$ cat src/rtl/ddr_motor_controller.sv
// Step/direction pulse generator for one stepper axis. Periods come from an upstream FWFT FIFO
// (per-step profile) or a single programmed value; position and active period are reported.
module ddr_motor_controller (
  input  logic        clk,
  input  logic        rst,
  input  logic        en,
  input  logic        pul_rst,
  input  logic [1:0]  pul_mode,
  input  logic        pul_stop,
  input  logic [31:0] step,
  input  logic [15:0] accel_end,
  input  logic [15:0] decel_begin,
  input  logic [31:0] pul_value,
  input  logic        pul_dir,
  input  logic        pos_clr,
  output logic        pul_out,
  output logic        read,
  output logic [31:0] step_pos,
  output logic [31:0] step_speed
);

  typedef enum logic [1:0] {StIdle, StLoad, StRun} state_e;

  localparam logic [1:0] ModeConst   = 2'b00;
  localparam logic [1:0] ModeProfile = 2'b01;
  localparam logic [1:0] ModeJog     = 2'b10;

  state_e      state_q, state_d;
  logic        en_q, en_d;
  logic [31:0] step_q, step_d;
  logic [15:0] accel_q, accel_d;
  logic [15:0] decel_q, decel_d;
  logic [1:0]  mode_q, mode_d;
  logic        dir_q, dir_d;
  logic [31:0] period_q, period_d;
  logic [31:0] cnt_q, cnt_d;
  logic [31:0] k_q, k_d;
  logic        stop_q, stop_d;
  logic [31:0] pos_q, pos_d;
  logic [31:0] speed_q, speed_d;
  logic        pul_q, pul_d;

  logic [31:0] clamped;
  logic [31:0] k_next;
  logic        period_end;
  logic        stop_req;
  logic        finish;
  logic        in_window;

  always_comb begin
    clamped    = (pul_value < 32'd2) ? 32'd2 : pul_value;
    k_next     = k_q + 32'd1;
    period_end = (cnt_q == period_q - 32'd1);
    stop_req   = pul_stop | ~en;
    finish     = ((mode_q != ModeJog) && (k_next == step_q)) || stop_q || stop_req;
    // Overlapping or adjacent windows make every step a read.
    in_window  = (k_next <= {16'd0, accel_q}) || (k_next >= {16'd0, decel_q});
  end

  always_comb begin
    state_d  = state_q;
    en_d     = en;
    step_d   = step_q;
    accel_d  = accel_q;
    decel_d  = decel_q;
    mode_d   = mode_q;
    dir_d    = dir_q;
    period_d = period_q;
    cnt_d    = cnt_q;
    k_d      = k_q;
    stop_d   = stop_q;
    pos_d    = pos_q;
    speed_d  = speed_q;
    read     = 1'b0;
    pul_d    = (state_q == StRun) && (cnt_q < (period_q >> 1));

    if (state_q == StRun && cnt_q == 32'd0) begin
      pos_d = dir_q ? pos_q - 32'd1 : pos_q + 32'd1;
    end

    unique case (state_q)
      StIdle: begin
        if (en && !en_q) begin
          step_d  = step;
          accel_d = accel_end;
          decel_d = decel_begin;
          mode_d  = (pul_mode == 2'b11) ? ModeConst : pul_mode;
          dir_d   = pul_dir;
          if (pul_mode == ModeJog || step != 32'd0) begin
            state_d = StLoad;
          end
        end
      end
      StLoad: begin
        read     = 1'b1;
        period_d = clamped;
        speed_d  = clamped;
        k_d      = 32'd0;
        cnt_d    = 32'd0;
        stop_d   = 1'b0;
        state_d  = StRun;
      end
      StRun: begin
        if (stop_req) begin
          stop_d = 1'b1;
        end
        if (period_end) begin
          if (finish) begin
            state_d = StIdle;
            stop_d  = 1'b0;
          end else begin
            k_d   = k_next;
            cnt_d = 32'd0;
            if (mode_q == ModeProfile && in_window) begin
              read     = 1'b1;
              period_d = clamped;
              speed_d  = clamped;
            end
          end
        end else begin
          cnt_d = cnt_q + 32'd1;
        end
      end
      default: state_d = StIdle;
    endcase

    // Soft reset freezes position but abandons the move.
    if (pul_rst) begin
      state_d = StIdle;
      pul_d   = 1'b0;
      read    = 1'b0;
      speed_d = 32'd0;
      stop_d  = 1'b0;
      pos_d   = pos_q;
    end

    if (pos_clr) begin
      pos_d = 32'd0;
    end
  end

  always_ff @(posedge clk or negedge rst) begin
    if (!rst) begin
      state_q  <= StIdle;
      // Held high so a level-high en after reset cannot start a move without a fresh edge.
      en_q     <= 1'b1;
      step_q   <= 32'd0;
      accel_q  <= 16'd0;
      decel_q  <= 16'd0;
      mode_q   <= ModeConst;
      dir_q    <= 1'b0;
      period_q <= 32'd2;
      cnt_q    <= 32'd0;
      k_q      <= 32'd0;
      stop_q   <= 1'b0;
      pos_q    <= 32'd0;
      speed_q  <= 32'd0;
      pul_q    <= 1'b0;
    end else begin
      state_q  <= state_d;
      en_q     <= en_d;
      step_q   <= step_d;
      accel_q  <= accel_d;
      decel_q  <= decel_d;
      mode_q   <= mode_d;
      dir_q    <= dir_d;
      period_q <= period_d;
      cnt_q    <= cnt_d;
      k_q      <= k_d;
      stop_q   <= stop_d;
      pos_q    <= pos_d;
      speed_q  <= speed_d;
      pul_q    <= pul_d;
    end
  end

  assign pul_out    = pul_q;
  assign step_pos   = pos_q;
  assign step_speed = speed_q;

endmodule

$ cat config.mk
export PLATFORM = sky130hd
export DESIGN_NAME = ddr_motor_controller
export DESIGN_NICKNAME = d
export VERILOG_FILES = /design/src/rtl/ddr_motor_controller.sv
export SDC_FILE = /design/constraint.sdc
export NUM_CORES = 1
export LEC_CHECK = 0
export BUFFER_PORTS_ARGS = -buffer_cell sky130_fd_sc_hd__buf_4
export CORE_MARGIN = 1
export CORE_UTILIZATION = 65
export CTS_CLUSTER_SIZE = 40
export DETAILED_ROUTE_END_ITERATION = 8
export MAX_ROUTING_LAYER = met4
export PLACE_DENSITY = 0.95
export SETUP_SLACK_MARGIN = 0.05
export SLEW_MARGIN = 5
export SYNTH_ARGS = -nofsm -noshare
export SYNTH_HDL_FRONTEND = slang
export SYNTH_SLANG_ARGS = --single-unit
$ cat constraint.sdc
create_clock -name clk -period 6.28 [get_ports clk]
set_clock_uncertainty 0.15 [all_clocks]
set_input_delay 0.942 -clock clk [delete_from_list [all_inputs] [get_ports clk]]
set_output_delay 0.942 -clock clk [all_outputs]
set_load 0.01 [all_outputs]
# [After elaboration in Yosys (flattened, before gate mapping)]
# Cells that the tools add are included.
[totals] ff_bits=232 output_inout_bits=66
[classes] n_addsub=5 magnitude_cmp=4 n_eq_ne=19 n_mux=34 bitwise_logic=2 reduce_logical=23
[op_table] op="2-to-1 mux 32 bit" count=13
[op_table] op="one-hot mux 32 bit (2 select lines)" count=3
[op_table] op="adder 32 x 1 -> 32 bit, second input constant" count=3
[op_table] op="== test 32 bit" count=2
[op_table] op="subtractor 32 x 1 -> 32 bit, second input constant" count=2
[op_table] op="greater-or-equal comparator 32 x 16 -> 1 bit" count=1
[op_table] op="less-or-equal comparator 32 x 16 -> 1 bit" count=1
[op_table] op="logical NOT 32 bit" count=1
[op_table] op="< comparator 32 x 2 -> 1 bit, second input constant" count=1
[op_table] op="< comparator 32 x 31 -> 1 bit" count=1
[op_table] op="nonzero test 32 bit" count=1
[op_table] op="!= test 3 bit, second input constant" count=6
[op_table] op="2-to-1 mux 2 bit" count=6
[op_table] op="AND reduction 4 bit" count=3
[op_table] op="2-to-1 mux 1 bit" count=9
[op_table] op="== test 2 bit, second input constant" count=3
[op_table] op="!= test 2 bit, second input constant" count=3
[op_table] op="one-hot mux 2 bit (3 select lines)" count=1
[op_table] op="AND reduction 2 bit" count=3
[op_table] op="logical AND 1 bit" count=5
[op_table] op="== test 2 x 1 -> 1 bit, second input constant" count=2
[op_table] op="logical OR 1 bit" count=4
[op_table] op="!= test 2 x 1 -> 1 bit, second input constant" count=2
[op_table] op="one-hot mux 1 bit (2 select lines)" count=2
[op_table] op="other kinds (8)" count=9

# [Logic depth before layout (Yosys ltp)]
[depth] word_depth=9 depth_mapped=19

# [Worst setup path after synthesis]
# OpenSTA, ideal clock, no wires.
[synth_timing] kind="register to output" start="register k_q[0]" end="output read" arrival_time_ns=3.474 required_time_ns=5.188 path_slack_ns=1.714 path_stages_with_launch=14 n_path_buf=2 path_cell_list="dfrtp_1 ha_1 nand2_1 or3_1 buf_6 nor4_4 mux2_1 o2111ai_1 a2111oi_0 and4b_2 nor3_4 clkbuf_1 a31oi_1 nor3b_1"
[synth_via] elab_chain_cells=9 elab_cells_between_ends=14 cone_classes="1 x add/sub; 2 x order compare; 1 x eq/ne; 5 x mux; 5 x reduce/logical"
[synth_rtl] element="from (decl)" line="37" rtl="logic [31:0] k_q, k_d;"
[synth_rtl] element="from (signal assigned)" line="169" rtl="k_q <= k_d;"
[synth_rtl] element="adder 32 x 1 -> 32 bit (*)" line="52" rtl="k_next = k_q + 32'd1;"
[synth_rtl] element="less-or-equal comparator 32 x 16 -> 1 bit (tied with other cells)" line="57" rtl="in_window = (k_next <= {16'd0, accel_q}) || (k_next >= {16'd0, decel_q});"
[synth_rtl] element="logical OR 1 bit / logical AND 1 bit (equally long branches)" line="57, 55"
[synth_rtl] element="logical AND 1 bit / logical OR 1 bit (equally long branches)" line="114, 55"
[synth_rtl] element="2-to-1 mux 1 bit / logical OR 1 bit (equally long branches)" line="114, 55"
[synth_rtl] element="2-to-1 mux 1 bit (*)" line="108" rtl="if (finish) begin"
[synth_rtl] element="2-to-1 mux 1 bit (*)" line="107" rtl="if (period_end) begin"
[synth_rtl] element="one-hot mux 1 bit (2 select lines) (*)" line="81" rtl="unique case (state_q)"
[synth_rtl] element="2-to-1 mux 1 bit (*)" line="128" rtl="if (pul_rst) begin"
[synth_rtl] element="to (decl)" line="17" rtl="output logic read,"
# Every way passes the cells marked *; elsewhere a longest branch is shown, timed or not.

# [Final worst setup path]
[layout_timing] start="register k_q[2]" end="output read"
# The elaborated chain is that of the path after synthesis.

==> impl_metrics.toml <==
[final_layout]
stdcell_count = 2211
finish.utilization_pct = 77.17
layout_commonest_cell = "dfrtp_1"
layout-drive-gt1-share_pct = 19.25
final_net_count = 2078
layout-area-overhead-vs-synth_pct = 15.01
layout_common_cells = "230 x dfrtp_1, 186 x buf_4, 166 x nand2_1"

[clock_tree]
clockBufferDepth = 3
cts_made_buffers = 25
htreeDepth = 1
cts_repair_resize_count = 0
worst_skew_pair.late_latency_ns = 0.54
ctsRootBufferMaster = "clkbuf_16"
tritoncts = "done"
clock_sink_count = 232
cts.clk_slew.worst_paths_ns = 0.07

[timing]
finalHoldWorstSlack_ns = 0.3183
report.final.slew_viol_count = 0
setup_repair_after_global_routing_missed_its_margin = "false"
timing.final.setup_violations = 0
worstMarginPinSlew_ns = 1.113
layout_min_cycle_time_ns = 5.926
final.period_utilization_pct = 94.36
max-slew-margin-rel_pct = 25.78
max_freq_mhz = 168.8
final.setup.tns_ns = 0
final_hold_viol_count = 0

[grt]
grt_pass1_vias = 14330
grt_pass1_wl_mm = 72.86
antenna_found_initial = 1
grt_overflow = 0
grt_start_max_net_pins = 113
grt.total_usage_pct = 37.97

[synthesis]
ys_seq_elements = 232
synthSimpleGateAreaFrac_pct = 20.61
synth-compound-area-share_pct = 14.55
synth_xor_xnor_area_share_pct = 5.621
synth.area.top_cells = "dfrtp_1 36%, ha_1 7.9%, mux2_2 6.6%"
async_reset_ff_share_pct = 100.0
yosys.area_share.adder_pct = 7.976
ys_dominant_reg_cell = "dfrtp_1"
synth_top_cell_by_area = "dfrtp_1"
post_syn_area_um2 = 15940
post_synth_num_cell_types = 84
syn-instance-count = 1735
seq_area_frac_synth_pct = 36.44
average_footprint_of_a_synthesized_cell_um2 = 9.186
synth-edff-count = 0
warnings_synthesis = 0
main_combinational_cell_family_by_area_after_synthesis = "simple AND/OR/NAND/NOR gates"
synth_top_area_share_pct = 36.11
post_synth_mux_area_share_pct = 10.14
synth_fp_nets = 1941

[critical_path]
critical_path_arrival_ns = 4.83
classification_of_the_worst_setup_path = "flip-flop to output port"
r2r.worst_path.cells = 12
regToRegStartpoint = "k_q[0]$_DFFE_PN0P_"
reg2reg_setup_slack_ns = 0.99
critical_path.reg2reg.endpoint = "cnt_q[22]$_DFFE_PN0P_"
critical_path.max_fanout = 9
worstPathRequired_ns = 5.19
end_kind = "output port"
timing.critical_path.from_type = "flip-flop"

[floorplan]
fp.dieH_um = 158.6
core_area_um2 = 23750
ioPinCount = 171
placement_rows = 56
floorplan.initialDensity_pct = 67.10
fp.dieArea_um2 = 25150
fp.dieW_um = 158.6

[placed_design]
detailedPlacementHpwl_mm = 33.08
placed_cells = 2160
place.gp.congestion = 0.9878
place.port_buffers = 170

[route]
via_per_instance_ratio = 6.564
route.top_layer_used = "met4"
drt-pass1-iter-count = 8
vias = 14510
route.met3.wl_mm = 2.927
met2RoutedLength_mm = 22.90
drt_wl_total_mm = 45.86
ant_nets = 0
drtIter0Drc = 1612
route.detailed.wl_per_inst_um = 20.74
post-route-drc-count = 0
metal_1_wl_mm = 18.31

[pwr]
power.total_mw = 4.817
total_leakage_power_nw = 8.664
worst_ir_drop_vdd_mv = 0.2558
power_density_nw_per_um2 = 262.8

[outcome]
run_status = "completed"

[min_path]
worstHoldPathType = "input pin to async pin"

[run]
maxCapViolCount = 0
==> where the power goes <==
part | internal [mW] | leakage, nW | switching [mW]
clock | 0.955 | 0.446 | 0.641
combinational | 0.574 | 5.21 | 0.687
sequential | 1.69 | 3.01 | 0.270
total | 3.22 | 8.66 | 1.60
==> per-layer routing <==
| layer | GRT usage, % | vias to the layer above |
|---|---|---|
| met2 | 65.00 | 669 |
| met5 | - | - |
| met3 | 5.171 | 158 |
| met4 | 14.61 | 0 |
| met1 | 45.44 | 7061 |
| li1 | - | 6624 |
==> sequential cells by signal (all words and copies together), names as in the netlist, 16 cells and up <==
signal and count:
accel_q 16, step_q 32, step_speed 32, k_q 32, cnt_q 32, period_q 32, decel_q 16, step_pos 32
==> worst max-delay path, stage by stage, from the launching register on <==
cell and delay (ns):
dfrtp_1 0.53, and4_1 0.42, nand3_2 0.31, nor3_2 0.41, xnor2_1 0.18, ha_1 0.32
nand4_1 0.16, nor2_1 0.18, o21ai_0 0.09, a21oi_1 0.26, nor4_1 0.10, a311oi_1 0.51
a31oi_1 0.17, nor3b_1 0.42, buf_4 0.21
==> final cells by class <==
| type | count | area (um^2) |
|---|---|---|
| diodes | 1 | 2.502 |
| clock buffers | 31 | 698.2 |
| clock inverters | 15 | 186.4 |
| fillers | 1526 | 5423 |
| inverters | 103 | 386.6 |
| multi-input cells | 1322 | 9418 |
| flip-flops and latches | 232 | 5808 |
| well taps | 319 | 399.1 |
| repair buffers | 188 | 1431 |
==> what timing repair did <==
action / in CTS / in global routing
buffers inserted: 0 / 4
endpoints found under the setup margin: 0 / 1
hold buffers: 0 / 0
==> worst max path at each step <==
stage	cells after the start	startpoint	to	slack, ns
after floorplan	13	k_q[0]$_DFFE_PN0P_	read	1.71
after global placement	12	k_q[0]$_DFFE_PN0P_	read	0.94
after detailed placement	12	k_q[0]$_DFFE_PN0P_	read	0.84
after CTS	12	k_q[0]$_DFFE_PN0P_	read	0.26
after global routing	14	k_q[2]$_DFFE_PN0P_	read	0.05
final	14	k_q[2]$_DFFE_PN0P_	read	0.35
==> synthesized netlist by cell type, types with 20 or more instances <==
library cell  number
dfrtp_1          230
nand2_1          167
nor2_1           120
a21oi_1          106
inv_1            102
ha_1             100
mux2_2            93
o21ai_0           66
nand3_1           59
xnor2_1           57
mux2i_1           49
nand4_1           45
nor4_1            45
clkbuf_1          44
xor2_1            32
nor3_1            31
a21o_1            27
nand2b_1          22
or3_1             20
==> stage by stage <==
stage	area, um^2	setup slack [ns]
2_1_floorplan	15940	1.714
3_3_place_gp	17410	0.9401
4_1_cts	18300	0.2569
6_report	18330	0.3541
3_5_place_dp	17410	0.8411
5_1_grt	18330	0.05355
==> cell families after synthesis <==
| group | Yosys count |
|---|---|
| flops | 232 |
| fa+ha+maj | 101 |
| simple gates | 623 |
| buf+inv | 181 |
| mux | 149 |
| xor+xnor | 94 |
| compound gates | 355 |
Power figures use the tool's default switching activity.
